<file path="src/rtl/cache_pkg.sv">
// Shared definitions for the trace dispatcher: op codes, cache routing and FSM states.
package cache_pkg;

    localparam logic [3:0] OP_READ  = 4'd0;
    localparam logic [3:0] OP_WRITE = 4'd1;
    localparam logic [3:0] OP_FETCH = 4'd2;
    localparam logic [3:0] OP_INVAL = 4'd3;
    localparam logic [3:0] OP_SNOOP = 4'd4;
    localparam logic [3:0] OP_CLEAR = 4'd8;
    localparam logic [3:0] OP_PRINT = 4'd9;

    typedef enum logic [1:0] {RT_NONE, RT_DC, RT_IC, RT_BOTH} route_t;

    typedef enum logic {ST_IDLE, ST_ISSUE} state_t;

    // Which cache(s) an op targets; RT_NONE marks an illegal op.
    function automatic route_t route_of(input logic [3:0] op);
        route_t rt;
        case (op)
            OP_READ, OP_WRITE:                     rt = RT_DC;
            OP_FETCH:                              rt = RT_IC;
            OP_INVAL, OP_SNOOP, OP_CLEAR, OP_PRINT: rt = RT_BOTH;
            default:                               rt = RT_NONE;
        endcase
        return rt;
    endfunction

endpackage

</file>
<file path="src/rtl/trace_dispatch_if.sv">
// Trace-command input and the two cache request channels of the dispatcher.
interface trace_dispatch_if #(
    parameter int ADDR_W     = 32,
    parameter int OFFSET_W   = 6,
    parameter int DC_INDEX_W = 14,
    parameter int IC_INDEX_W = 14
);
    logic                                  in_valid;
    logic                                  in_ready;
    logic [3:0]                            in_op;
    logic [ADDR_W-1:0]                     in_addr;

    logic                                  dc_req;
    logic                                  dc_ack;
    logic [3:0]                            dc_op;
    logic [ADDR_W-DC_INDEX_W-OFFSET_W-1:0] dc_tag;
    logic [DC_INDEX_W-1:0]                 dc_index;
    logic [OFFSET_W-1:0]                   dc_offset;

    logic                                  ic_req;
    logic                                  ic_ack;
    logic [3:0]                            ic_op;
    logic [ADDR_W-IC_INDEX_W-OFFSET_W-1:0] ic_tag;
    logic [IC_INDEX_W-1:0]                 ic_index;
    logic [OFFSET_W-1:0]                   ic_offset;

    // Dispatcher side
    modport master (
        input  in_valid, in_op, in_addr, dc_ack, ic_ack,
        output in_ready,
        output dc_req, dc_op, dc_tag, dc_index, dc_offset,
        output ic_req, ic_op, ic_tag, ic_index, ic_offset
    );

    // Trace reader + caches side
    modport slave (
        output in_valid, in_op, in_addr, dc_ack, ic_ack,
        input  in_ready,
        input  dc_req, dc_op, dc_tag, dc_index, dc_offset,
        input  ic_req, ic_op, ic_tag, ic_index, ic_offset
    );

endinterface

</file>
<file path="src/rtl/trace_fifo.sv">
// Two-entry command buffer between the trace reader and the dispatch FSM.
module trace_fifo #(
    parameter int W = 36
) (
    input  logic         clk,
    input  logic         rst_n,
    input  logic         i_push,
    input  logic         i_pop,
    input  logic [W-1:0] i_wdata,
    output logic [W-1:0] o_rdata,
    output logic         o_full,
    output logic         o_empty
);
    logic [W-1:0] r_mem [2];
    logic         r_wptr;
    logic         r_rptr;
    logic [1:0]   r_count;
    logic         w_do_push;
    logic         w_do_pop;

    assign o_full    = (r_count == 2'd2);
    assign o_empty   = (r_count == 2'd0);
    assign w_do_pop  = i_pop && !o_empty;
    assign w_do_push = i_push && (!o_full || w_do_pop);
    assign o_rdata   = r_mem[r_rptr];

    // Storage: data only, never reset
    always_ff @(posedge clk) begin
        if (w_do_push) r_mem[r_wptr] <= i_wdata;
    end

    // Pointers and occupancy
    always_ff @(posedge clk or negedge rst_n) begin
        if (!rst_n) begin
            r_wptr  <= 1'b0;
            r_rptr  <= 1'b0;
            r_count <= 2'd0;
        end else begin
            if (w_do_push) r_wptr <= ~r_wptr;
            if (w_do_pop)  r_rptr <= ~r_rptr;
            case ({w_do_push, w_do_pop})
                2'b10:   r_count <= r_count + 2'd1;
                2'b01:   r_count <= r_count - 2'd1;
                default: r_count <= r_count;
            endcase
        end
    end

endmodule

</file>
<file path="src/rtl/trace_dispatch.sv">
// Buffers trace commands, decodes op/address and issues them to the L1 D/I caches.
module trace_dispatch
    import cache_pkg::*;
#(
    parameter int ADDR_W     = 32,
    parameter int OFFSET_W   = 6,
    parameter int DC_INDEX_W = 14,
    parameter int IC_INDEX_W = 14,
    parameter int CNT_W      = 32
) (
    input  logic              clk,
    input  logic              rst_n,
    trace_dispatch_if.master  bus,
    output logic [CNT_W-1:0]  n_dispatched,
    output logic [CNT_W-1:0]  n_bad_op
);
    localparam int FW   = 4 + ADDR_W;
    localparam int DT_W = ADDR_W - DC_INDEX_W - OFFSET_W;
    localparam int IT_W = ADDR_W - IC_INDEX_W - OFFSET_W;

    function automatic logic [CNT_W-1:0] sat_inc(input logic [CNT_W-1:0] v);
        return (&v) ? v : v + 1'b1;
    endfunction

    logic [FW-1:0]     w_head;
    logic [3:0]        w_head_op;
    logic [ADDR_W-1:0] w_head_addr;
    logic              w_full;
    logic              w_empty;
    logic              w_push;
    logic              w_pop;
    route_t            w_route;
    logic              w_dc_ok;
    logic              w_ic_ok;
    logic              w_complete;

    state_t                r_state;
    logic                  r_dc_req, r_ic_req;
    logic                  r_dc_done, r_ic_done;
    logic                  r_tgt_dc, r_tgt_ic;
    logic [3:0]            r_op;
    logic [DT_W-1:0]       r_dc_tag;
    logic [DC_INDEX_W-1:0] r_dc_index;
    logic [IT_W-1:0]       r_ic_tag;
    logic [IC_INDEX_W-1:0] r_ic_index;
    logic [OFFSET_W-1:0]   r_offset;
    logic [CNT_W-1:0]      r_n_disp;
    logic [CNT_W-1:0]      r_n_bad;

    assign w_push       = bus.in_valid && !w_full;
    assign bus.in_ready = !w_full;

    trace_fifo #(.W(FW)) u_fifo (
        .clk     (clk),
        .rst_n   (rst_n),
        .i_push  (w_push),
        .i_pop   (w_pop),
        .i_wdata ({bus.in_op, bus.in_addr}),
        .o_rdata (w_head),
        .o_full  (w_full),
        .o_empty (w_empty)
    );

    assign w_head_op   = w_head[FW-1 -: 4];
    assign w_head_addr = w_head[ADDR_W-1:0];
    assign w_route     = route_of(w_head_op);

    // A cache is satisfied if untargeted, already acked, or acking right now
    assign w_dc_ok    = !r_tgt_dc || r_dc_done || (r_dc_req && bus.dc_ack);
    assign w_ic_ok    = !r_tgt_ic || r_ic_done || (r_ic_req && bus.ic_ack);
    assign w_complete = (r_state == ST_ISSUE) && w_dc_ok && w_ic_ok;
    assign w_pop      = ((r_state == ST_IDLE) && !w_empty && (w_route == RT_NONE)) || w_complete;

    // Dispatch FSM with registered request/field outputs and statistics counters
    always_ff @(posedge clk or negedge rst_n) begin
        if (!rst_n) begin
            r_state    <= ST_IDLE;
            r_dc_req   <= 1'b0;
            r_ic_req   <= 1'b0;
            r_dc_done  <= 1'b0;
            r_ic_done  <= 1'b0;
            r_tgt_dc   <= 1'b0;
            r_tgt_ic   <= 1'b0;
            r_op       <= '0;
            r_dc_tag   <= '0;
            r_dc_index <= '0;
            r_ic_tag   <= '0;
            r_ic_index <= '0;
            r_offset   <= '0;
            r_n_disp   <= '0;
            r_n_bad    <= '0;
        end else begin
            case (r_state)
                ST_IDLE: begin
                    if (!w_empty) begin
                        if (w_route == RT_NONE) begin
                            r_n_bad <= sat_inc(r_n_bad);
                        end else begin
                            r_state    <= ST_ISSUE;
                            r_dc_done  <= 1'b0;
                            r_ic_done  <= 1'b0;
                            r_tgt_dc   <= (w_route == RT_DC) || (w_route == RT_BOTH);
                            r_tgt_ic   <= (w_route == RT_IC) || (w_route == RT_BOTH);
                            r_dc_req   <= (w_route == RT_DC) || (w_route == RT_BOTH);
                            r_ic_req   <= (w_route == RT_IC) || (w_route == RT_BOTH);
                            r_op       <= w_head_op;
                            r_offset   <= w_head_addr[OFFSET_W-1:0];
                            r_dc_index <= w_head_addr[OFFSET_W+DC_INDEX_W-1:OFFSET_W];
                            r_dc_tag   <= w_head_addr[ADDR_W-1:OFFSET_W+DC_INDEX_W];
                            r_ic_index <= w_head_addr[OFFSET_W+IC_INDEX_W-1:OFFSET_W];
                            r_ic_tag   <= w_head_addr[ADDR_W-1:OFFSET_W+IC_INDEX_W];
                        end
                    end
                end
                ST_ISSUE: begin
                    if (r_dc_req && bus.dc_ack) begin
                        r_dc_req  <= 1'b0;
                        r_dc_done <= 1'b1;
                    end
                    if (r_ic_req && bus.ic_ack) begin
                        r_ic_req  <= 1'b0;
                        r_ic_done <= 1'b1;
                    end
                    if (w_complete) begin
                        r_state  <= ST_IDLE;
                        r_dc_req <= 1'b0;
                        r_ic_req <= 1'b0;
                        if (r_op == OP_CLEAR) begin
                            r_n_disp <= '0;
                            r_n_bad  <= '0;
                        end else begin
                            r_n_disp <= sat_inc(r_n_disp);
                        end
                    end
                end
                default: r_state <= ST_IDLE;
            endcase
        end
    end

    assign bus.dc_req    = r_dc_req;
    assign bus.dc_op     = r_op;
    assign bus.dc_tag    = r_dc_tag;
    assign bus.dc_index  = r_dc_index;
    assign bus.dc_offset = r_offset;
    assign bus.ic_req    = r_ic_req;
    assign bus.ic_op     = r_op;
    assign bus.ic_tag    = r_ic_tag;
    assign bus.ic_index  = r_ic_index;
    assign bus.ic_offset = r_offset;
    assign n_dispatched  = r_n_disp;
    assign n_bad_op      = r_n_bad;

endmodule

</file>
<file path="src/flat_wrapper.sv">
// flat-port wrapper written by rule: the top's interface ports become plain ports
module trace_dispatch_flat import cache_pkg::*;
#(
    parameter int ADDR_W     = 32,
    parameter int OFFSET_W   = 6,
    parameter int DC_INDEX_W = 14,
    parameter int IC_INDEX_W = 14,
    parameter int CNT_W      = 32
)
  (clk, rst_n, n_dispatched, n_bad_op, bus_in_valid, bus_in_op, bus_in_addr, bus_dc_ack, bus_ic_ack, bus_in_ready, bus_dc_req, bus_dc_op, bus_dc_tag, bus_dc_index, bus_dc_offset, bus_ic_req, bus_ic_op, bus_ic_tag, bus_ic_index, bus_ic_offset);
  trace_dispatch_if #(.ADDR_W(ADDR_W), .OFFSET_W(OFFSET_W), .DC_INDEX_W(DC_INDEX_W), .IC_INDEX_W(IC_INDEX_W)) bus_i ();
  input  logic clk;
  input  logic rst_n;
  output logic [CNT_W-1:0] n_dispatched;
  output logic [CNT_W-1:0] n_bad_op;
  input wire logic [$bits(bus_i.in_valid)-1:0] bus_in_valid;
  input wire logic [$bits(bus_i.in_op)-1:0] bus_in_op;
  input wire logic [$bits(bus_i.in_addr)-1:0] bus_in_addr;
  input wire logic [$bits(bus_i.dc_ack)-1:0] bus_dc_ack;
  input wire logic [$bits(bus_i.ic_ack)-1:0] bus_ic_ack;
  output wire logic [$bits(bus_i.in_ready)-1:0] bus_in_ready;
  output wire logic [$bits(bus_i.dc_req)-1:0] bus_dc_req;
  output wire logic [$bits(bus_i.dc_op)-1:0] bus_dc_op;
  output wire logic [$bits(bus_i.dc_tag)-1:0] bus_dc_tag;
  output wire logic [$bits(bus_i.dc_index)-1:0] bus_dc_index;
  output wire logic [$bits(bus_i.dc_offset)-1:0] bus_dc_offset;
  output wire logic [$bits(bus_i.ic_req)-1:0] bus_ic_req;
  output wire logic [$bits(bus_i.ic_op)-1:0] bus_ic_op;
  output wire logic [$bits(bus_i.ic_tag)-1:0] bus_ic_tag;
  output wire logic [$bits(bus_i.ic_index)-1:0] bus_ic_index;
  output wire logic [$bits(bus_i.ic_offset)-1:0] bus_ic_offset;
  assign bus_i.in_valid = bus_in_valid;
  assign bus_i.in_op = bus_in_op;
  assign bus_i.in_addr = bus_in_addr;
  assign bus_i.dc_ack = bus_dc_ack;
  assign bus_i.ic_ack = bus_ic_ack;
  assign bus_in_ready = bus_i.in_ready;
  assign bus_dc_req = bus_i.dc_req;
  assign bus_dc_op = bus_i.dc_op;
  assign bus_dc_tag = bus_i.dc_tag;
  assign bus_dc_index = bus_i.dc_index;
  assign bus_dc_offset = bus_i.dc_offset;
  assign bus_ic_req = bus_i.ic_req;
  assign bus_ic_op = bus_i.ic_op;
  assign bus_ic_tag = bus_i.ic_tag;
  assign bus_ic_index = bus_i.ic_index;
  assign bus_ic_offset = bus_i.ic_offset;
  trace_dispatch #(.ADDR_W(ADDR_W), .OFFSET_W(OFFSET_W), .DC_INDEX_W(DC_INDEX_W), .IC_INDEX_W(IC_INDEX_W), .CNT_W(CNT_W)) u_core (.clk(clk), .rst_n(rst_n), .bus(bus_i), .n_dispatched(n_dispatched), .n_bad_op(n_bad_op));
endmodule
</file>
<file path="config.mk">
export PLATFORM = sky130hd
export DESIGN_NAME = trace_dispatch_flat
export DESIGN_NICKNAME = d
export VERILOG_FILES = /design/src/rtl/cache_pkg.sv /design/src/rtl/trace_dispatch_if.sv /design/src/rtl/trace_fifo.sv /design/src/rtl/trace_dispatch.sv /design/src/flat_wrapper.sv
export SDC_FILE = /design/constraint.sdc
export NUM_CORES = 1
export LEC_CHECK = 0
export ABC_AREA = 1
export BUFFER_PORTS_ARGS = -buffer_cell sky130_fd_sc_hd__buf_2
export CORE_UTILIZATION = 56
export CTS_CLUSTER_DIAMETER = 60
export DETAILED_ROUTE_END_ITERATION = 7
export GPL_TIMING_DRIVEN = 0
export PLACE_DENSITY = 0.81
export SETUP_SLACK_MARGIN = 0.2
export SLEW_MARGIN = 10
export SYNTH_ARGS = -nofsm -noshare
export SYNTH_HDL_FRONTEND = slang
export SYNTH_SLANG_ARGS = --single-unit
export TNS_END_PERCENT = 5
</file>
<file path="constraint.sdc">
create_clock -name clk -period 2.9 [get_ports clk]
set_input_delay 0.435 -clock clk [delete_from_list [all_inputs] [get_ports clk]]
set_output_delay 0.435 -clock clk [all_outputs]
set_load 0.1 [all_outputs]
</file>
==> results of run 1 <==
how the worst max path moves through the flow:
stage | startpoint | end | slack, ps | depth (start not counted)
3_5_place_dp | u_core.n_dispatched[0] | u_core.n_dispatched[15] | 520 | 10
3_3_place_gp | rst_n | u_core.n_dispatched[0] | -0.9 | 1
5_1_grt | u_core.n_dispatched[0] | u_core.n_dispatched[25] | 310 | 11
2_1_floorplan | u_core.u_fifo.r_count[0] | u_core.u_fifo.r_mem[1][0] | 110 | 4
4_1_cts | u_core.u_fifo.r_rptr | u_core.u_fifo.r_count[1] | 510 | 13
6_report | u_core.n_dispatched[0] | u_core.n_dispatched[15] | 480 | 10
timing repair:
action	in CTS	in global routing
setup endpoints to repair	0	0
endpoints found under the hold margin	28	0
hold buffers	1	0
metal layers:
layer	track usage (%)	wire length [um]	vias up
met2	46.1	11700	314
li1	-	-	4036
met5	0	0	-
met1	38.1	10300	3911
met3	4.67	1560	39
met4	12.0	591	0
metrics by stage:
| stage | area [um^2] | instances | setup TNS, ps |
|---|---|---|---|
| 2_1_floorplan | 9410 | 1133 | 0 |
| 6_report | 11300 | 1570 | 0 |
| 5_1_grt | 11300 | 1570 | 0 |
| 4_1_cts | 11300 | 1568 | 0 |
| 3_3_place_gp | 10600 | 1532 | -5.99 |
| 3_5_place_dp | 10700 | 1535 | 0 |
cell usage after synthesis (8+ instances only):
cell type	count
nand2_1	396
nor2_1	143
dfrtp_1	111
nand3_1	84
inv_1	76
edfxtp_1	72
o21ai_0	65
buf_4	42
mux2i_1	32
nand4_1	18
xor2_1	14
buf_2	13
nor3_1	12
clkbuf_1	9
o21ai_1	8
sequential cells by signal (all words and copies together), names as in the netlist:
| signal | flops |
|---|---|
| u_core.bus.dc_index | 14 |
| u_core.bus.dc_offset | 6 |
| u_core.bus.dc_op | 4 |
| u_core.bus.dc_req | 1 |
| u_core.bus.dc_tag | 12 |
| u_core.bus.ic_req | 1 |
| u_core.n_bad_op | 32 |
| u_core.n_dispatched | 32 |
| u_core.r_dc_done | 1 |
| u_core.r_ic_done | 1 |
| u_core.r_state | 1 |
| u_core.r_tgt_dc | 1 |
| u_core.r_tgt_ic | 1 |
| u_core.u_fifo.r_count | 2 |
| u_core.u_fifo.r_mem | 72 |
| u_core.u_fifo.r_rptr | 1 |
| u_core.u_fifo.r_wptr | 1 |
final cells by class:
| type | count | area (um^2) | area share, % |
|---|---|---|---|
| well taps | 220 | 275 | 2.44 |
| clock buffers | 17 | 425 | 3.77 |
| diodes | 2 | 5.00 | 0.0444 |
| multi-input cells | 802 | 3720 | 33.0 |
| repair buffers | 183 | 980 | 8.69 |
| inverters | 80 | 300 | 2.66 |
| plain buffers | 68 | 459 | 4.07 |
| clock inverters | 15 | 173 | 1.53 |
| flip-flops and latches | 183 | 4940 | 43.8 |
logic make-up (layout without fill, tap and decap cells):
logic type,Yosys count,after routing
xor+xnor,21,21
other cells,0,2
fa+ha+maj,3,3
mux,32,32
compound gates,81,81
buf+inv,148,363
simple gates,665,665
flops,183,183
critical path: stages (launching register included):
cell,delay (ps)
dfrtp_1,510
ha_1,370
nand3_2,200
nor2_2,310
nand2_1,90
nor2_1,120
nand2_1,80
nand2_1,110
buf_4,190
buf_4,220
o21ai_0,100
==> results.toml, run 1 <==
[grt]
track_usage_pct = 28.5
grt_max_degree = 84
grt_pass1_wl_um = 38700
grt_pass1_vias = 7673
grt_overflow_total = 0
grt_antenna_before_repair = 2

[setup_path]
crit_required_ps = 3210
crit_path_max_fanout = 10
r2r_setup_slack_ps = 480
reg2reg_to = "u_core.n_dispatched[15]"
cp-start-kind = "register"
path_class = "register to register"
critical_path.endpoint_type = "register"
r2r_cells = 10
r2r_start = "u_core.n_dispatched[0]"
crit_arrival_ps = 2730

[clock_network]
tritoncts = "yes"
path_clk_slew_ps = 80
clk_latency_ps = 430
cts_sinks = 183
cts-root-buf = "clkbuf_16"
clock_path_buffers = 2
ctsResizeCount = 0
cts-htree-levels = 4
numCtsBuffers = 17
cts_setup_buffers = 0

[run]
maxCapViolations = 0

[timing]
final.setup.worst_slack_ps = 479
slew_headroom_pct = 49.0
finalHoldViolations = 0
worst_pin_slew_ps = 765
whs_ps = 185
drv_slew = 0
finalCritPeriodShare_pct = 83.5
rsz0062_at_grt = "false"
fmax_mhz = 413
setup_viol = 0
skew_ps = 10.4
min_period_ps = 2420

[outcome]
status = "completed"

[yosys]
synth_top_area_share_pct = 29.5
synthMuxAreaShare_pct = 3.41
synth.avg_cell_area_um2 = 8.30
synthTopCellsByArea = "dfrtp_1 30%, edfxtp_1 23%, nand2_1 16%"
synthArstFlopShare_pct = 60.7
syn-cell-area_um2 = 9410
synth-edff-count = 72
ys.flop_type = "dfrtp_1"
synth.yosys.seq_area_share_pct = 52.5
synth_xor_area_share_pct = 1.96
synthAdderAreaFrac_pct = 0.399
syn_nets = 1177
synth_cell_types = 31
yosys.area_share.simple_pct = 29.0
yosysWarnings = 0
ys_ff_latch = 183
synth_top_family_by_area = "simple AND/OR/NAND/NOR gates"
synth_compound_area_share_pct = 4.60
synthCells = 1133
synth_top_area_cell = "dfrtp_1"

[hold_path]
whs_endpoint = "u_core.u_fifo.r_mem[1][18]"
min_path_cells = 1
worstHoldStart = "bus_in_addr[18]"
hold_path.class = "input port to register"

[floorplan]
fp.dieW_um = 132
die-area_um2 = 17300
ios = 180
die_h_um = 132
num_rows = 47
initial_utilization_pct = 57.1
coreArea_um2 = 16500

[layout]
fill_cells = 1342
mostFrequentLayoutCells = "396 x nand2_1, 191 x buf_2, 141 x nor2_1"
fin_nets = 1379
drive_gt1_share_pct = 21.6
layout_commonest_cell = "nand2_1"
syn2layout_area_growth_pct = 19.9
final_core_util_pct = 68.5

[routing]
wl_um = 24100
routed_via_density = 5.29
dr.pass1.iters = 5
post-route-drc-count = 0
ant_nets = 0
wl_per_cell_um = 15.4
drt-initial-drc-count = 601
via_count = 8300

[placement]
portBuffers = 179
pre_cts_slack_ps = 517
hpwl_um = 17300
gp_congestion = 0.930
Power of run 1 is not shown: default switching activity piles up to over one toggle a cycle in this logic, so the estimate is an artifact.
==> run 2, diff against run 1 <==
- clock period: 2.9 -> 2.25 ns (I/O delays scaled with it)
==> results.toml, run 2 (synthesized netlist as in run 1, its figures left out) <==
[outcome]
status = "complete, but fails checks"
violations = "design-rule violations"

[run]
maxCapViolations = 0

[clock_network]
path_clk_slew_ps = 80
cts-htree-levels = 4
tritoncts = "yes"
clock_path_buffers = 2
cts_sinks = 183
numCtsBuffers = 17
clk_latency_ps = 440
cts-root-buf = "clkbuf_16"

[setup_path]
crit_arrival_ps = 2360
r2r_start = "u_core.u_fifo.r_rptr"
path_delay_family = "simple AND/OR/NAND/NOR gates"
crit_required_ps = 2570
path_class = "register to register"
reg2reg_to = "u_core.u_fifo.r_count[1]"
crit_top_cell = "nand2_1"
r2r_cells = 13
cp-start-kind = "register"
r2r_setup_slack_ps = 210
critical_path.endpoint_type = "register"
slowest_delay_ps = 430
crit_path_max_fanout = 8
crit_path_top_delay_cell = "dfrtp_1"
cp_num_buf_inv = 2
path_cells = "buf_6 > nand2_1 > nand2_1 > nand2_1 > nand2_2 > nand3_4 > nand2_4 > nand2_2 > inv_1 > ha_1 > a21oi_1 > o21ai_1 > xnor2_1"

[placement]
hpwl_um = 17200
portBuffers = 179
pre_cts_slack_ps = -129
gp_congestion = 0.954

[timing]
skew_ps = 9.13
setup_viol = 0
rsz0062_at_grt = "true"
min_period_ps = 2040
finalHoldViolations = 0
final.setup.worst_slack_ps = 210
fmax_mhz = 490
tns_ps = 0
whs_ps = 79.2
drv_slew = 0
finalCritPeriodShare_pct = 90.7
slew_headroom_pct = 27.2
worst_pin_slew_ps = 1090

[hold_path]
hold_path.class = "input port to register"
worstHoldStart = "bus_in_addr[4]"
whs_endpoint = "u_core.u_fifo.r_mem[1][4]"
min_path_cells = 1

[layout]
fill_cells = 1335
regArea_um2 = 5010
top_register = "u_core.u_fifo.r_mem"
largest_register_ffs = 72
fin_nets = 1389
drive_gt1_share_pct = 26.6
multi_input_area_um2 = 3820
mostFrequentLayoutCells = "390 x nand2_1, 184 x buf_2, 139 x nor2_1"
syn2layout_area_growth_pct = 23.0
layout_commonest_cell = "nand2_1"

[grt]
grt_antenna_before_repair = 1
grt_pass1_wl_um = 39800
grt_overflow_total = 0
grt_max_degree = 85
track_usage_pct = 29.4
grt_pass1_vias = 7962

[floorplan]
initial_utilization_pct = 57.1
ios = 180
coreArea_um2 = 16500
num_rows = 47
die-area_um2 = 17300
fp.dieW_um = 132
die_h_um = 132

[routing]
wl_um = 24600
dr.pass1.iters = 7
drt-initial-drc-count = 533
wl_per_cell_um = 15.6
ant_nets = 0
post-route-drc-count = 2
via_count = 8385
routed_via_density = 5.31
-- run 2: worst register-to-register path: stages, from the launching register on --
cell and delay [ps]:
dfrtp_1 430, buf_6 160, nand2_1 60, nand2_1 120
nand2_1 120, nand2_2 90, nand3_4 100, nand2_4 60
nand2_2 90, inv_1 50, ha_1 300, a21oi_1 120
o21ai_1 90, xnor2_1 130
-- run 2: metal layers --
layer | global-route usage (%) | vias to the layer above | share of wire (%)
met5 | 0 | - | 0
met4 | 11.0 | 0 | 1.9
met3 | 5.48 | 43 | 5.4
met2 | 48.4 | 300 | 50
met1 | 38.7 | 3967 | 43
li1 | - | 4075 | -
-- run 2: stage by stage --
step | utilization (%) | cells | cell area (um^2)
2_1_floorplan | - | 1133 | 9500
3_3_place_gp | 64.8 | 1532 | 10700
3_5_place_dp | 65.0 | 1533 | 10700
4_1_cts | 69.7 | 1576 | 11500
5_1_grt | 70.2 | 1579 | 11600
6_report | 70.2 | 1579 | 11600
-- run 2: final cells by class --
| type | instances | area share (%) |
|---|---|---|
| antenna | 1 | 0.0216 |
| clock inverter | 15 | 1.68 |
| clock buffer | 17 | 3.68 |
| inverter | 80 | 2.61 |
| tap | 220 | 2.38 |
| timing repair buffer | 192 | 8.95 |
| buffer | 68 | 4.32 |
| sequential | 183 | 43.3 |
| multi-input combinational | 803 | 33.0 |
-- run 2: timing repair --
item | CTS | global route
gates resized for setup | 11 | 34
hold buffers | 1 | 0
endpoints found under the setup margin | 99 | 174
pin swaps | 4 | 3
setup buffers | 10 | 1
hold endpoints to repair | 27 | 0
gates cloned | 0 | 1
-- run 2: worst max-delay path by stage --
stage	from	endpoint	slack [ps]	cells past startpoint
2_1_floorplan	u_core.n_bad_op[1]	u_core.n_bad_op[17]	120	11
3_3_place_gp	rst_n	u_core.n_dispatched[0]	-930	1
3_5_place_dp	u_core.n_dispatched[0]	u_core.n_dispatched[16]	-130	10
4_1_cts	u_core.u_fifo.r_rptr	u_core.u_fifo.r_count[1]	160	14
5_1_grt	u_core.u_fifo.r_count[0]	u_core.u_fifo.r_mem[1][1]	80	4
6_report	u_core.u_fifo.r_rptr	u_core.u_fifo.r_count[1]	210	13
Power of run 2 is left out for the same reason.
